### src/rtl/store_align_buffer_if.sv
// Store-request and memory-write bundle between the core, the store align buffer and the memory port.
interface store_align_buffer_if #(
    parameter int XLEN   = 32,
    parameter int ADDR_W = 32,
    parameter int DEPTH  = 4
);
    localparam int NB    = XLEN / 8;
    localparam int CNT_W = $clog2(DEPTH) + 1;

    logic              st_valid;
    logic              st_ready;
    logic [2:0]        st_funct3;
    logic [ADDR_W-1:0] st_addr;
    logic [XLEN-1:0]   st_data;
    logic              st_err;
    logic              mem_valid;
    logic              mem_ready;
    logic [ADDR_W-1:0] mem_addr;
    logic [XLEN-1:0]   mem_data;
    logic [NB-1:0]     mem_we;
    logic              buf_empty;
    logic [CNT_W-1:0]  buf_count;

    modport master (
        output st_valid, st_funct3, st_addr, st_data, mem_ready,
        input  st_ready, st_err, mem_valid, mem_addr, mem_data, mem_we, buf_empty, buf_count
    );

    modport slave (
        input  st_valid, st_funct3, st_addr, st_data, mem_ready,
        output st_ready, st_err, mem_valid, mem_addr, mem_data, mem_we, buf_empty, buf_count
    );
endinterface

### src/rtl/store_align_buffer.sv
// Store path: lane-aligns sb/sh/sw/sd, optionally splits word-crossing stores into two beats,
// and queues beats in a DEPTH-entry FIFO drained over a valid/ready memory port.
module store_align_buffer #(
    parameter int XLEN             = 32,
    parameter int ADDR_W           = 32,
    parameter int DEPTH            = 4,
    parameter int SPLIT_MISALIGNED = 1
) (
    input logic                 clk,
    input logic                 rst_n,
    store_align_buffer_if.slave bus
);
    localparam int NB    = XLEN / 8;
    localparam int OFF_W = $clog2(NB);
    localparam int PTR_W = $clog2(DEPTH);
    localparam int CNT_W = PTR_W + 1;

    typedef enum logic [0:0] {S_IDLE, S_SECOND} state_t;

    state_t            state_q;
    logic [ADDR_W-1:0] b1_addr_q;
    logic [XLEN-1:0]   b1_data_q;
    logic [NB-1:0]     b1_we_q;
    logic              err_q;
    logic [PTR_W-1:0]  wr_ptr_q, rd_ptr_q;
    logic [CNT_W-1:0]  count_q;
    logic [ADDR_W-1:0] fifo_addr_q [DEPTH];
    logic [XLEN-1:0]   fifo_data_q [DEPTH];
    logic [NB-1:0]     fifo_we_q   [DEPTH];

    logic [3:0]        sz_s;
    logic [OFF_W-1:0]  off_s;
    logic [4:0]        off_ext_s;
    logic              illegal_s, cross_s, misal_s;
    logic [2*NB-1:0]   size_mask_s, mask_s;
    logic [XLEN-1:0]   trunc_s;
    logic [2*XLEN-1:0] wide_s;
    logic [ADDR_W-1:0] base_addr_s;

    // Decode size/offset and build the two-word lane window for the incoming store.
    always_comb begin
        case (bus.st_funct3[1:0])
            2'b00:   sz_s = 4'd1;
            2'b01:   sz_s = 4'd2;
            2'b10:   sz_s = 4'd4;
            2'b11:   sz_s = 4'd8;
            default: sz_s = 4'd1;
        endcase
        illegal_s   = bus.st_funct3[2] || ((bus.st_funct3[1:0] == 2'b11) && (XLEN == 32));
        off_s       = bus.st_addr[OFF_W-1:0];
        off_ext_s   = 5'(off_s);
        cross_s     = (off_ext_s + 5'(sz_s)) > 5'(NB);
        misal_s     = (off_ext_s & (5'(sz_s) - 5'd1)) != 5'd0;
        size_mask_s = '0;
        trunc_s     = '0;
        for (int i = 0; i < 2*NB; i++) begin
            size_mask_s[i] = (i < int'(sz_s));
        end
        for (int i = 0; i < NB; i++) begin
            trunc_s[8*i +: 8] = (i < int'(sz_s)) ? bus.st_data[8*i +: 8] : 8'h00;
        end
        mask_s      = size_mask_s << off_s;
        wide_s      = {{XLEN{1'b0}}, trunc_s} << {off_s, 3'b000};
        base_addr_s = bus.st_addr & ~ADDR_W'(NB - 1);
    end

    logic              full_s, st_ready_s, accept_s, drop_s, split_s, push_s, pop_s;
    logic [ADDR_W-1:0] push_addr_s;
    logic [XLEN-1:0]   push_data_s;
    logic [NB-1:0]     push_we_s;

    // Handshake control; fullness is taken before any pop so an entry never falls through.
    always_comb begin
        full_s     = (count_q == CNT_W'(DEPTH));
        st_ready_s = (state_q == S_IDLE) && !full_s;
        accept_s   = bus.st_valid && st_ready_s;
        drop_s     = illegal_s || (misal_s && (SPLIT_MISALIGNED == 0));
        split_s    = cross_s && (SPLIT_MISALIGNED != 0);
        pop_s      = (count_q != '0) && bus.mem_ready;
        if (state_q == S_SECOND) begin
            push_s      = !full_s;
            push_addr_s = b1_addr_q;
            push_data_s = b1_data_q;
            push_we_s   = b1_we_q;
        end else begin
            push_s      = accept_s && !drop_s;
            push_addr_s = base_addr_s;
            push_data_s = wide_s[XLEN-1:0];
            push_we_s   = mask_s[NB-1:0];
        end
    end

    // Split FSM, second-beat latch and the dropped-store error pulse.
    always_ff @(posedge clk or negedge rst_n) begin
        if (!rst_n) begin
            state_q   <= S_IDLE;
            b1_addr_q <= '0;
            b1_data_q <= '0;
            b1_we_q   <= '0;
            err_q     <= 1'b0;
        end else begin
            err_q <= accept_s && drop_s;
            case (state_q)
                S_IDLE: begin
                    if (accept_s && !drop_s && split_s) begin
                        state_q   <= S_SECOND;
                        b1_addr_q <= base_addr_s + ADDR_W'(NB);
                        b1_data_q <= wide_s[2*XLEN-1:XLEN];
                        b1_we_q   <= mask_s[2*NB-1:NB];
                    end else begin
                        state_q <= S_IDLE;
                    end
                end
                S_SECOND: state_q <= full_s ? S_SECOND : S_IDLE;
                default:  state_q <= S_IDLE;
            endcase
        end
    end

    // FIFO pointers and occupancy; simultaneous push and pop leave the count unchanged.
    always_ff @(posedge clk or negedge rst_n) begin
        if (!rst_n) begin
            wr_ptr_q <= '0;
            rd_ptr_q <= '0;
            count_q  <= '0;
        end else begin
            if (push_s) wr_ptr_q <= wr_ptr_q + PTR_W'(1);
            if (pop_s)  rd_ptr_q <= rd_ptr_q + PTR_W'(1);
            case ({push_s, pop_s})
                2'b10:   count_q <= count_q + CNT_W'(1);
                2'b01:   count_q <= count_q - CNT_W'(1);
                default: count_q <= count_q;
            endcase
        end
    end

    // FIFO storage; contents are only observed through the valid-gated head below.
    always_ff @(posedge clk) begin
        if (push_s) begin
            fifo_addr_q[wr_ptr_q] <= push_addr_s;
            fifo_data_q[wr_ptr_q] <= push_data_s;
            fifo_we_q[wr_ptr_q]   <= push_we_s;
        end
    end

    assign bus.st_ready  = st_ready_s;
    assign bus.st_err    = err_q;
    assign bus.mem_valid = (count_q != '0);
    assign bus.mem_addr  = (count_q != '0) ? fifo_addr_q[rd_ptr_q] : '0;
    assign bus.mem_data  = (count_q != '0) ? fifo_data_q[rd_ptr_q] : '0;
    assign bus.mem_we    = (count_q != '0) ? fifo_we_q[rd_ptr_q]   : '0;
    assign bus.buf_empty = (count_q == '0) && (state_q == S_IDLE);
    assign bus.buf_count = count_q;
endmodule
### src/flat_wrapper.sv
// flat-port wrapper written by rule: the top's interface ports become plain ports
module store_align_buffer_flat 
#(
    parameter int XLEN             = 32,
    parameter int ADDR_W           = 32,
    parameter int DEPTH            = 4,
    parameter int SPLIT_MISALIGNED = 1
)
  (clk, rst_n, bus_st_valid, bus_st_funct3, bus_st_addr, bus_st_data, bus_mem_ready, bus_st_ready, bus_st_err, bus_mem_valid, bus_mem_addr, bus_mem_data, bus_mem_we, bus_buf_empty, bus_buf_count);
  store_align_buffer_if #(.XLEN(XLEN), .ADDR_W(ADDR_W), .DEPTH(DEPTH)) bus_i ();
  input logic clk;
  input logic rst_n;
  input wire logic [$bits(bus_i.st_valid)-1:0] bus_st_valid;
  input wire logic [$bits(bus_i.st_funct3)-1:0] bus_st_funct3;
  input wire logic [$bits(bus_i.st_addr)-1:0] bus_st_addr;
  input wire logic [$bits(bus_i.st_data)-1:0] bus_st_data;
  input wire logic [$bits(bus_i.mem_ready)-1:0] bus_mem_ready;
  output wire logic [$bits(bus_i.st_ready)-1:0] bus_st_ready;
  output wire logic [$bits(bus_i.st_err)-1:0] bus_st_err;
  output wire logic [$bits(bus_i.mem_valid)-1:0] bus_mem_valid;
  output wire logic [$bits(bus_i.mem_addr)-1:0] bus_mem_addr;
  output wire logic [$bits(bus_i.mem_data)-1:0] bus_mem_data;
  output wire logic [$bits(bus_i.mem_we)-1:0] bus_mem_we;
  output wire logic [$bits(bus_i.buf_empty)-1:0] bus_buf_empty;
  output wire logic [$bits(bus_i.buf_count)-1:0] bus_buf_count;
  assign bus_i.st_valid = bus_st_valid;
  assign bus_i.st_funct3 = bus_st_funct3;
  assign bus_i.st_addr = bus_st_addr;
  assign bus_i.st_data = bus_st_data;
  assign bus_i.mem_ready = bus_mem_ready;
  assign bus_st_ready = bus_i.st_ready;
  assign bus_st_err = bus_i.st_err;
  assign bus_mem_valid = bus_i.mem_valid;
  assign bus_mem_addr = bus_i.mem_addr;
  assign bus_mem_data = bus_i.mem_data;
  assign bus_mem_we = bus_i.mem_we;
  assign bus_buf_empty = bus_i.buf_empty;
  assign bus_buf_count = bus_i.buf_count;
  store_align_buffer #(.XLEN(XLEN), .ADDR_W(ADDR_W), .DEPTH(DEPTH), .SPLIT_MISALIGNED(SPLIT_MISALIGNED)) u_core (.clk(clk), .rst_n(rst_n), .bus(bus_i));
endmodule
### config.mk
export PLATFORM = sky130hd
export DESIGN_NAME = store_align_buffer_flat
export DESIGN_NICKNAME = d
export VERILOG_FILES = /design/src/rtl/store_align_buffer_if.sv /design/src/rtl/store_align_buffer.sv /design/src/flat_wrapper.sv
export SDC_FILE = /design/constraint.sdc
export NUM_CORES = 1
export LEC_CHECK = 0
export CAP_MARGIN = 15
export CORE_MARGIN = 5
export CORE_UTILIZATION = 55
export DETAILED_ROUTE_END_ITERATION = 10
export GPL_TIMING_DRIVEN = 0
export PLACE_DENSITY = 0.77
export REMOVE_ABC_BUFFERS = 1
export SLEW_MARGIN = 30
export SYNTH_ARGS = -nofsm -noshare
export SYNTH_HDL_FRONTEND = slang
export SYNTH_SLANG_ARGS = --single-unit
### constraint.sdc
create_clock -name clk -period 6.12 [get_ports clk]
set_clock_uncertainty 0.05 [all_clocks]
set_input_delay 0.918 -clock clk [delete_from_list [all_inputs] [get_ports clk]]
set_output_delay 0.918 -clock clk [all_outputs]
set_load 0.02 [all_outputs]
==> impl.org <==
** Route
- Once detail routing completed, the nets flagged for antenna violations numbered 0.
- DRT iter0 DRCs :: about 830
- The first detailed-routing pass took 5 iterations.
- Routed wire length :: about 33 mm
- Summing over every cut layer, the via total after detailed routing is ~8,700.
- Ratio of routed vias to standard cells :: approximately 5.9
- Detailed-route DRC error count :: 0
- Average wire length per cell after detail routing :: roughly 22 um

** Placed design
- Pre-CTS WS :: around 1700 ps
- Buffers placed on the I/O ports in this run total 143.
- Weighted congestion reported at the end of routability-driven placement :: between 0.8 and 0.9
- After legalization and detailed placement, the total HPWL measured a little over 20 mm.

** Timing
- Tightest Pin Transition :: between 900 and 1000 ps
- Adding up every negative setup slack in the final design gives 0 ps.
- The number of hold-slack violations in the final timing report came to 0.
- Final Cycle Share :: 65.87%
- Headroom to the max-slew limit came out at between 30% and 40%.
- Maximum operating frequency :: about 0.25 GHz
- Count of pins over their slew limit :: 0
- Number of setup violations in the final report :: 0
- Setup repair after global routing left no endpoint under its margin.
- Final critical delay including setup and external delays :: 4031 ps
- Fin Hold WS :: about 320 ps
- Setup ws final :: 2089 ps

** Synthesis
- Of the post-synthesis cell area, the part taken by muxes is ~14%.
- The synthesized netlist devotes 2.094% of its cell area to XOR and XNOR gates.
- Synthesis produced a netlist whose cell count is between 900 and 1,000.
- Count of warnings emitted by yosys :: 0
- Summed over all instances, the cell type with the most area after synthesis is sky130_fd_sc_hd__edfxtp_1.
- Avg Cell Area, Syn :: ~15 um^2
- In this run the biggest area consumer among cell types represents a little over half of the synthesized area.
- The synthesized netlist devotes 5.403% of its cell area to compound gates.
- Asr flop ratio synth :: between 20% and 30%
- Part of the Yosys area used for sequential elements :: between 60% and 70%
- The synthesized netlist devotes 9.267% of its cell area to simple gates.
- The most used flip-flop cell after synthesis is sky130_fd_sc_hd__edfxtp_1.
- Of the total synthesized cell area, the portion taken by full adders, half adders and majority gates is less than 1%.
- Number of synthesized flops with an enable pin :: between 200 and 300
- Distinct cell type count of the synthesized netlist :: 47
- Sorting the synthesized cells by area gives the leading types as sky130_fd_sc_hd__edfxtp_1 54%, sky130_fd_sc_hd__dfrtp_1 11%, sky130_fd_sc_hd__mux4_2 10%.
- In this run, synthesis produced a sequential element count of ~330.
- After synthesis the cells add up to approximately 15,000 um^2.
- By area, the combinational part of the netlist is dominated by multiplexers.

** Run status
- Status :: complete, no violations

** Clock tree
- Num CTS Buffers :: 35
- Clock-pin slew was measured on the worst setup and hold paths at ~60 ps.
- TritonCTS built the clock tree.
- Postcts setup bufs :: 0
- Maximum buffer depth of the clock tree :: 3
- Cts repair resizes :: 0
- Clock Latency Late Sink :: roughly 500 ps
- CTS hold repair buffers :: 0
- Count of H-tree levels built during CTS :: 2
- Number of clock sinks :: about 330
- CTS Root Cell :: sky130_fd_sc_hd__clkbuf_16

** Critical path
- Arrival time at the worst endpoint :: ~4400 ps
- Along the worst path, the maximum fanout reaches 37.
- The worst setup path is captured at a flop.
- The worst setup path is launched from a primary input.
- Flop2flop setup slack :: around 3700 ps
- Crit. Startpoint :: bus_st_addr[1]
- The most critical setup path has its endpoint at u_core.b1_addr_q[15].
- In this run the critical register-to-register path is launched from u_core.bus.buf_count[1].
- Required @ worst endpoint :: around 6400 ps
- The number of cells on the worst reg-to-reg path is 9.
- Worst reg2reg path endpoint :: u_core.bus.buf_count[2]
- The critical path is of the in2reg type.

** GRT
- The total overflow left after global routing is 0.
- Number of antenna violations at the first check in global routing :: 0
- Vias in the first global route :: between 9,000 and 10,000
- The first global-routing pass estimated 50.69 mm of wire.
- GR Util All Layers :: a little over a fifth
- Pin count of the biggest net entering global routing :: 56

** Finish
- Leaving out fill and tap cells, the most frequent cell in the layout is sky130_fd_sc_hd__edfxtp_1.
- From synthesis to final layout, the design area changed by 21.94%.
- For this run, the post-layout net count is about 1,200.
- 0 antenna diodes ended up in the layout.
- Fraction of layout cells with a size suffix above 1 :: between 10% and 20%
- Commonest non-fill, non-tap cells in the layout :: 264 x sky130_fd_sc_hd__edfxtp_1, 139 x sky130_fd_sc_hd__clkdlybuf4s50_1, 105 x sky130_fd_sc_hd__nand2_1

** Power
- Maximum VDD drop :: around 0.00032 V
- The analysis attributes to cell leakage a power of ~0.0063 uW.
- Power spread over the standard cell area amounts to between 400 and 500 nW/um^2.

** Floorplanning
- Floorplan die area :: ~30,000 um^2
- The initial utilization of the core area, before any placement, comes to ~56%.
- Ports :: about 150
- From bottom edge to top edge, the die measures ~170 um.
- Standard cell core area :: 26,130 um^2
- Die extent in x :: ~170 um
- The floorplan has 59 rows.

** Flow run
- The tool flagged a number of max-cap violations equal to 0.

** Hold path
- The min-delay analysis places its worst path in the category in2async.
## area by class of cell
cell class	count	area (um^2)
tap	335	419.2
fill	1822	8284
multi-input combinational	560	4690
inverter	18	67.56
timing repair buffer	164	1834
sequential	331	9615
clock inverter	16	229.0
clock buffer	47	993.5
## flip-flops by register name, indices dropped and copies added, names as in the netlist
signal and count:
u_core.b1_data_q 24, u_core.bus.st_err 1, u_core.rd_ptr_q 2, u_core.fifo_data_q 128, u_core.fifo_addr_q 120, u_core.state_q 1
u_core.b1_we_q 4, u_core.fifo_we_q 16, u_core.wr_ptr_q 2, u_core.b1_addr_q 30, u_core.bus.buf_count 3
## cell families after synthesis
kind of cell,after synthesis
buffers and inverters,80
AOI/OAI and AO/OA,128
DFF,331
xor gates and xnor gates,35
other,1
muxes,120
and+or+nand+nor,266
adders and majority gates,9
## worst max-delay path: stages
cell and delay, ps:
sky130_fd_sc_hd__buf_2 570, sky130_fd_sc_hd__inv_1 580, sky130_fd_sc_hd__xnor2_1 280, sky130_fd_sc_hd__ha_1 310
sky130_fd_sc_hd__nor2_1 150, sky130_fd_sc_hd__a21oi_1 90, sky130_fd_sc_hd__o311ai_4 690, sky130_fd_sc_hd__buf_6 270
sky130_fd_sc_hd__buf_6 160, sky130_fd_sc_hd__buf_6 180, sky130_fd_sc_hd__o21ai_0 110
## cell usage after synthesis (2+ instances only)
cell and n:
sky130_fd_sc_hd__ha_1 8, sky130_fd_sc_hd__nand2_1 105, sky130_fd_sc_hd__nand4_1 6, sky130_fd_sc_hd__nor4_4 2
sky130_fd_sc_hd__buf_1 9, sky130_fd_sc_hd__mux4_2 66, sky130_fd_sc_hd__a22oi_1 8, sky130_fd_sc_hd__a22o_1 15
sky130_fd_sc_hd__and3_1 9, sky130_fd_sc_hd__dfrtp_1 67, sky130_fd_sc_hd__mux2_1 5, sky130_fd_sc_hd__o21ai_1 10
sky130_fd_sc_hd__o21ai_0 51, sky130_fd_sc_hd__a211oi_1 8, sky130_fd_sc_hd__buf_6 2, sky130_fd_sc_hd__o31ai_1 11
sky130_fd_sc_hd__inv_1 18, sky130_fd_sc_hd__a21oi_1 22, sky130_fd_sc_hd__clkbuf_1 30, sky130_fd_sc_hd__edfxtp_1 264
sky130_fd_sc_hd__nor2b_1 4, sky130_fd_sc_hd__nor3b_1 3, sky130_fd_sc_hd__mux2_2 48, sky130_fd_sc_hd__xor2_1 21
sky130_fd_sc_hd__xnor2_1 14, sky130_fd_sc_hd__and2_1 73, sky130_fd_sc_hd__nor2_1 38, sky130_fd_sc_hd__buf_4 8
sky130_fd_sc_hd__buf_2 12, sky130_fd_sc_hd__nand3_1 16
## report_power, final
part           internal, uW  total (uW)  switching (uW)
Combinational          1460        2910            1450
Sequential             2900        3120             219
Clock                  1390        2220             829
## through the flow
step / utilization (%) / instances / cell area [um^2] / total power, uW
6_report: 68.30 / 1471 / 17850 / 8245
5_1_grt: 68.30 / 1471 / 17850 / 8640
4_1_cts: 68.30 / 1471 / 17850 / 8344
3_5_place_dp: 63.62 / 1408 / 16630 / 6109
3_3_place_gp: 61.98 / 1387 / 16200 / 6052
2_1_floorplan: - / 909 / 14350 / 4836
## per-layer routing
metal / wire length, um / share of wire, % / GRT usage (%)
met1: 13350 / 41 / 28.33
met2: 16500 / 51 / 37.42
met3: 2186 / 6.7 / 3.603
met4: 472 / 1.4 / 5.354
met5: 74 / 0.23 / 1.763
## how the worst min path moves through the flow
stage                                    start                    to  slack (ps)
after CTS                                rst_n  u_core.b1_addr_q[29]         320
after global placement    u_core.b1_addr_q[21]  u_core.b1_addr_q[21]         410
after global routing                     rst_n  u_core.b1_addr_q[29]         330
final                                    rst_n  u_core.b1_addr_q[29]         320
after detailed placement  u_core.b1_addr_q[16]  u_core.b1_addr_q[16]         420
after floorplan           u_core.b1_addr_q[10]  u_core.b1_addr_q[10]         390
No activity file was read; power rests on OpenSTA's default activity.
